`config.mk`:
```
export PLATFORM = sky130hd
export DESIGN_NAME = correlator_lag_feeder
export DESIGN_NICKNAME = d
export VERILOG_FILES = /design/src/rtl/correlator_lag_feeder.sv
export SDC_FILE = /design/constraint.sdc
export NUM_CORES = 1
export LEC_CHECK = 0
export ABC_CLOCK_PERIOD_IN_PS = 19100
export CORE_UTILIZATION = 35
export CTS_BUF_LIST = sky130_fd_sc_hd__clkbuf_8
export DETAILED_ROUTE_END_ITERATION = 7
export SYNTH_ARGS = -nofsm -noshare
export SYNTH_HDL_FRONTEND = slang
export SYNTH_SLANG_ARGS = --single-unit
```
`constraint.sdc`:
```
create_clock -name clk -period 19.1 [get_ports clk]
set_input_delay 3.82 -clock clk [delete_from_list [all_inputs] [get_ports clk]]
set_output_delay 3.82 -clock clk [all_outputs]
set_load 0.05 [all_outputs]
```
`src/rtl/correlator_lag_feeder.sv`:
```
// Buffers one block of (a,b) sample pairs, then streams a[n], b[n+k] operand pairs
// for every lag k = 0..MAX_LAG with lag framing markers for a free-running MAC.
module correlator_lag_feeder #(
  parameter int DATA_W    = 32,
  parameter int N_SAMPLES = 16,
  parameter int MAX_LAG   = 7
) (
  input  logic                           clk,
  input  logic                           rst,
  input  logic                           start,
  input  logic                           in_valid,
  output logic                           in_ready,
  input  logic [DATA_W-1:0]              in_a,
  input  logic [DATA_W-1:0]              in_b,
  output logic [DATA_W-1:0]              a_out,
  output logic [DATA_W-1:0]              b_out,
  output logic                           pair_valid,
  output logic                           lag_first,
  output logic                           lag_last,
  output logic [$clog2(MAX_LAG+1)-1:0]   lag_idx,
  output logic                           busy,
  output logic                           done
);

  localparam int CW = $clog2(N_SAMPLES);
  localparam int KW = $clog2(MAX_LAG + 1);
  localparam logic [CW-1:0] LAST_N = CW'(N_SAMPLES - 1);
  localparam logic [KW-1:0] LAST_K = KW'(MAX_LAG);

  localparam logic [1:0] S_IDLE = 2'd0;
  localparam logic [1:0] S_LOAD = 2'd1;
  localparam logic [1:0] S_RUN  = 2'd2;
  localparam logic [1:0] S_DONE = 2'd3;

  logic [1:0]        state;
  logic [DATA_W-1:0] a_buf [N_SAMPLES];
  logic [DATA_W-1:0] b_buf [N_SAMPLES];
  logic [CW-1:0]     wr_ptr;
  logic [CW-1:0]     n_r;
  logic [KW-1:0]     k_r;

  logic          load_fire;
  logic          load_last;
  logic          final_out;
  logic          issue;
  logic [CW-1:0] n_end;
  logic [CW-1:0] b_idx;
  logic          n_wrap;

  assign in_ready = (state == S_LOAD);
  assign busy     = (state == S_LOAD) || (state == S_RUN);

  always_comb begin
    load_fire = (state == S_LOAD) && in_valid;
    load_last = load_fire && (wr_ptr == LAST_N);
    final_out = pair_valid && lag_last && (lag_idx == LAST_K);
    n_end     = LAST_N - CW'(k_r);
    n_wrap    = (n_r == n_end);
    b_idx     = n_r + CW'(k_r);
    // (n_r,k_r) always names the next pair; the last load handshake issues (0,0)
    // through the same path as RUN, so the first pair lands one cycle later.
    issue     = load_last || ((state == S_RUN) && !final_out);
  end

  // Sample storage needs no reset: contents are rewritten before every RUN.
  always_ff @(posedge clk) begin
    if (load_fire) begin
      a_buf[wr_ptr] <= in_a;
      b_buf[wr_ptr] <= in_b;
    end
  end

  always_ff @(posedge clk or negedge rst) begin
    if (!rst) begin
      state      <= S_IDLE;
      wr_ptr     <= '0;
      n_r        <= '0;
      k_r        <= '0;
      a_out      <= '0;
      b_out      <= '0;
      pair_valid <= 1'b0;
      lag_first  <= 1'b0;
      lag_last   <= 1'b0;
      lag_idx    <= '0;
      done       <= 1'b0;
    end else begin
      a_out      <= '0;
      b_out      <= '0;
      pair_valid <= 1'b0;
      lag_first  <= 1'b0;
      lag_last   <= 1'b0;
      lag_idx    <= '0;
      done       <= 1'b0;

      case (state)
        S_IDLE: begin
          if (start) begin
            state  <= S_LOAD;
            wr_ptr <= '0;
            n_r    <= '0;
            k_r    <= '0;
          end
        end
        S_LOAD: begin
          if (load_fire) begin
            wr_ptr <= wr_ptr + 1'b1;
          end
          if (load_last) begin
            state <= S_RUN;
          end
        end
        S_RUN: begin
          if (final_out) begin
            state <= S_DONE;
            done  <= 1'b1;
          end
        end
        default: begin
          state <= S_IDLE;
        end
      endcase

      if (issue) begin
        pair_valid <= 1'b1;
        a_out      <= a_buf[n_r];
        b_out      <= b_buf[b_idx];
        lag_first  <= (n_r == '0);
        lag_last   <= n_wrap;
        lag_idx    <= k_r;
        if (n_wrap) begin
          n_r <= '0;
          k_r <= k_r + 1'b1;
        end else begin
          n_r <= n_r + 1'b1;
        end
      end
    end
  end

endmodule
```
# --- Word level (Yosys, flattened, before mapping) ---
# Memories as Yosys holds them, arrays and structs flattened.
# Index checks and enable logic that the tools add are counted.
word_totals:
  regBits: 84
  latchBits: 0
  mem_bits_rw: 1024
  mem_bits_ro: 0
  inputBits: 68
  output_inout_bits: 73
  elab_cells: 67
  memories: 2
op_classes:
  add_sub_neg: 5
  mul: 0
  n_div: 0
  order_cmp: 0
  n_eq_ne: 9
  shifts: 0
  mux: 24
  n_bitwise: 0
  reduce_logical: 16
memory_table:
  columns: ["name", "depth", "width", "read_ports", "rd_ports_with_merged_regs", "write_ports", "line_no", "text"]
  rows:
  - ["a_buf", 16, 32, 1, 0, 1, "36", "logic [DATA_W-1:0] a_buf [N_SAMPLES];"]
  - ["b_buf", 16, 32, 1, 0, 1, "37", "logic [DATA_W-1:0] b_buf [N_SAMPLES];"]
op_table:
  columns: ["operator", "n"]
  rows:
  - ["2-to-1 mux 32 bit", 2]
  - ["2-to-1 mux 4 bit", 5]
  - ["2-to-1 mux 3 bit", 5]
  - ["adder 4 x 1 -> 4 bit (second input constant)", 2]
  - ["one-hot mux 4 bit (2 select lines)", 1]
  - ["2-to-1 mux 1 bit", 7]
  - ["2-to-1 mux 2 bit", 3]
  - ["one-hot mux 2 bit (3 select lines)", 1]
  - ["AND reduction 3 bit", 2]
  - ["nonzero test 2 bit", 3]
  - ["logical AND 1 bit", 5]
  - ["adder 4 x 3 -> 4 bit", 1]
  - ["equality test 4 bit", 1]
  - ["equality test 4 bit (second input constant)", 1]
  - ["zero test 4 bit", 1]
  - ["inequality test 2 x 1 -> 1 bit (second input constant)", 2]
  - ["inequality test 2 bit (second input constant)", 2]
  - ["subtractor 4 x 3 -> 4 bit (first input constant)", 1]
  - ["adder 3 x 1 -> 3 bit (second input constant)", 1]
  - ["equality test 3 bit (second input constant)", 1]
  - ["equality test 2 x 1 -> 1 bit (second input constant)", 1]
  - ["equality test 2 bit (second input constant)", 1]
  - ["zero test 2 bit", 1]
  - ["logical OR 1 bit", 2]
  - ["2 further kinds", 2]

# --- Logic depth before layout (Yosys ltp) ---
depth:
  word_depth: 7
  depth_mapped: 9
  mapped_depth_nobuf: 8

# --- Worst setup path after synthesis ---
# No wires, ideal clock.
synth_path:
  path_kind: "input port to flip-flop"
  from: "input in_valid"
  to: "memory a_buf[0][0], enable pin"
  setup_time_ns: 0.564
  t_arrival_ns: 8.608
  t_required_ns: 18.536
  slack_ns: 9.928
  path_stages: 3
  path_buffers: 1
  cell_sequence: "clkbuf_1 > nand3_1 > nor3_1"
synth_between:
  elab_chain_len: 3
synth_lines:
  columns: ["element", "line_no", "text"]
  rows:
  - ["from (decl)", "11", "input logic in_valid,"]
  - ["logical AND 1 bit", "54", "load_fire = (state == S_LOAD) && in_valid;"]
  - ["2-to-1 mux 1 bit", "67", "if (load_fire) begin"]
  - ["2-to-1 mux 1 bit (implied by the code)", "68", "a_buf[wr_ptr] <= in_a;"]
  - ["to (decl)", "36", null]
# Every way passes these cells.

# --- Worst setup path after layout ---
layout_path:
  from: "register state[1]"
  to: "output in_ready"
layout_between:
  elab_chain_len: 1
layout_lines:
  columns: ["element", "line_no", "text"]
  rows:
  - ["from (decl)", "35", "logic [1:0] state;"]
  - ["from (signal assigned)", "75", "state <= S_IDLE;"]
  - ["from (signal assigned)", "98", "state <= S_LOAD;"]
  - ["from (signal assigned)", "109", "state <= S_RUN;"]
  - ["equality test 2 x 1 -> 1 bit", "50", "assign in_ready = (state == S_LOAD);"]
  - ["to (decl)", "12", "output logic in_ready,"]
# Every way passes these cells.

==> impl_results.md <==
* Status: finished, final reports clean
* # hold bufs at CTS at 0
* Reg clk slew, reported paths at around 60 ps
* Hold Crit Start: state[1]
* Crit path capture type: primary output
* Die width at 346 µm
* Sequential share of the synthesized area at approximately four fifths
* TritonCTS Sinks at between 1000 and 1500
* Minimum clock period at roughly 6500 ps
* Setup repair bufs after CTS at 0
* Power per cell area at around 130 nW/µm²
* Vias per inst at around 5.2
* Initial DRC Count at approximately 1600
* Crit path required time at ~15000 ps
* Maximum vdd drop at about 0.10 mV
* XOR/XNOR Fraction of Synth Area at less than 1%
* CTS tree: done
* Post-place setup slack at between 10000 and 15000 ps
* Vias in the first global route at a little over 20000
* DP Area at approximately 45000 µm²
* PostCTS Resize Cnt at 0
* CTS Buf Count at ~160
* Final Cycle Share at around a third
* Pin count of the biggest net entering global routing at a little under 80
* Root Buffer: clkbuf_8
* Antenna violations before repair at 10
* Post-Syn Instances at 1775
* Total number of vias at approximately 19000
* Detail Placement HPWL at between 40 and 50 mm
* Flop and latch count out of synthesis at 1108
* RSZ-0062 raised after global routing: no
* Net Count, Synth at ~1900
* Hold Crit Depth at 1
* Post-synth EDFFs at approximately 1000
* CP max FO at 14
* Global Route Usage Sum at about 16%
* Main combinational cell family by area after synthesis: multiplexers
* Adder-Cell Fraction of Synth Area at less than 1%
* Slew Viols, Final at 0
* Post-synthesis compound-gate area fraction at 2.51%
* TNS Setup at 0 ps
* Total grt overflow at 0
* Worst Hold End: state[1]
* Ys flop type: edfxtp_1
* Worst-case clock buffer depth at 3
* Skew final at 35.5 ps
* Num ports at 141
* Worst r2r src: n_r[0]
* WHS at ~570 ps
* IO Port Bufs at 140
* Fin nets at 2112
* Critical path type: reg2out
* Post-Synth Simple-Gate Area at 0.776%
* Layout area overhead at 15.4%
* Reg2reg end: b_out[5]
* Slew @ Worst Pin at between 1000 and 1500 ps
* Setup ws final at around 13000 ps
* Area contributors post-synth: edfxtp_1 74%, mux4_2 14%, dfrtp_1 5.1%
* Most frequent cell after synthesis: edfxtp_1
* Final setup viols at 0
* Share of cells above drive strength 1 at 24.9%
* Worst hold path class: reg2reg
* # H-tree levels at 4
* Reg2reg setup slack at 14560 ps
* Netlist cell types at 47
* Crit path DAT at ~2700 ps
* Top cells by count, synth: 1024 x edfxtp_1, 256 x mux4_2, 84 x dfrtp_1
* FFs w/ async S/R, synth at 7.58%
* Pwr Total at between 6 and 7 mW
* Critical path launch point type: flip-flop
* Height of the die at between 300 and 400 µm
* Post-synthesis mux area share at between 15 and 20%
* Worst-Skew Late Latency at 810 ps
* Max Clock Freq at 0.154 GHz
* Number of core rows at about 130
* WL final at 92.3 mm
* R2R depth at 6
* Avg Cell Area, Syn at between 20 and 25 µm²
* Fin area at around 48000 µm²
* Synth Warn # at 0
* Wire per inst at 25.0 µm
* Static Leakage at 15.2 nW
* Worst setup startpoint: state[1]
* DRT antenna net count at 0
* Syn Std Cell Area at about 41000 µm²
* Yosys top cell area share at roughly three quarters
* Drt drc at 0
* Global-route wire length before repair at approximately 140 mm
* Slew headroom at 18.1%
* Router iterations before antenna repair at 5
* GP Congestion at 0.732
* Max Cap Viol at 0
* Die Footprint at about 120000 µm²
* Largest area contributor in the netlist: edfxtp_1
* Core ar. at 117000 µm²
* Endpoints failing hold at 0
* Initial cell density of the core at between 30 and 40%
-- flip-flops by register name (all words and copies together) (netlist names) --
register / flops
lag_last: 1
state: 2
done: 1
b_out: 32
b_buf: 512
a_out: 32
lag_first: 1
pair_valid: 1
n_r: 4
lag_idx: 3
wr_ptr: 4
a_buf: 512
k_r: 3
-- report_power, final --
part	switching (mW)	total (mW)	internal (mW)	leakage, nW
clock network	0.885	1.79	0.902	1.83
registers	0.0941	2.84	2.75	10.3
logic	0.792	1.46	0.663	3.01
-- area by class of cell --
| cell class | instances | area (µm²) |
|---|---|---|
| fillers | 10100 | 69000 |
| inverters | 13 | 51.3 |
| clock buffers | 189 | 2600 |
| repair buffers | 182 | 1710 |
| flip-flops and latches | 1108 | 32900 |
| well taps | 1524 | 1910 |
| clock inverters | 109 | 470 |
| multi-input cells | 561 | 8210 |
| diodes | 2 | 5.00 |
-- worst max-delay path by stage --
stage          slack [ps]           to  cells past startpoint
2_1_floorplan        9930  a_buf[0][0]                      3
3_3_place_gp        11860    b_out[30]                      8
3_5_place_dp        11760    b_out[16]                      8
4_1_cts             12460     in_ready                      3
5_1_grt             12430     b_out[1]                      8
6_report            12590     in_ready                      3
-- worst max-delay path: stages, from the launching register on --
cell	delay, ps
dfrtp_1	410
inv_1	90
ha_1	420
clkdlybuf4s50_1	950
-- cells in the final DEF (no fill, tap or decap), drive strengths merged, types with 2 or more instances in the layout --
cell and n:
inv 90, o22ai 32, nor2 15, diode 2, mux2i 68, edfxtp 1024
clkinv 26, nand3 9, o211ai 3, nand4 6, dfrtp 84, clkbuf 189
and4 2, nand2b 3, and2 4, nor3 6, a21oi 34, clkinvlp 6
buf 43, and3 2, mux4 256, a22o 3, o21ai 12, clkdlybuf4s50 139
ha 14, o2111ai 2, nand2 12, a22oi 64
-- cell families after synthesis --
| family | after synthesis |
|---|---|
| flops | 1108 |
| compound gates | 156 |
| simple gates | 63 |
| mux | 325 |
| xor+xnor | 2 |
| fa+ha+maj | 15 |
| buf+inv | 106 |
-- metrics by stage --
| step | cells | utilization (%) |
|---|---|---|
| after detailed placement | 3388 | 38.3 |
| after CTS | 3686 | 40.9 |
| after global routing | 3686 | 40.9 |
| after floorplan | 1775 | - |
| after global placement | 3388 | 38.3 |
| final | 3688 | 40.9 |
-- routing by layer --
layer	up-vias	track usage (%)	routed length, µm
li1	8074	-	-
met1	10300	21.3	40100
met2	610	25.3	45300
met3	147	3.16	5390
met4	16	4.46	1490
met5	-	0	101
Note: power is estimated with default switching activity, not from simulation.
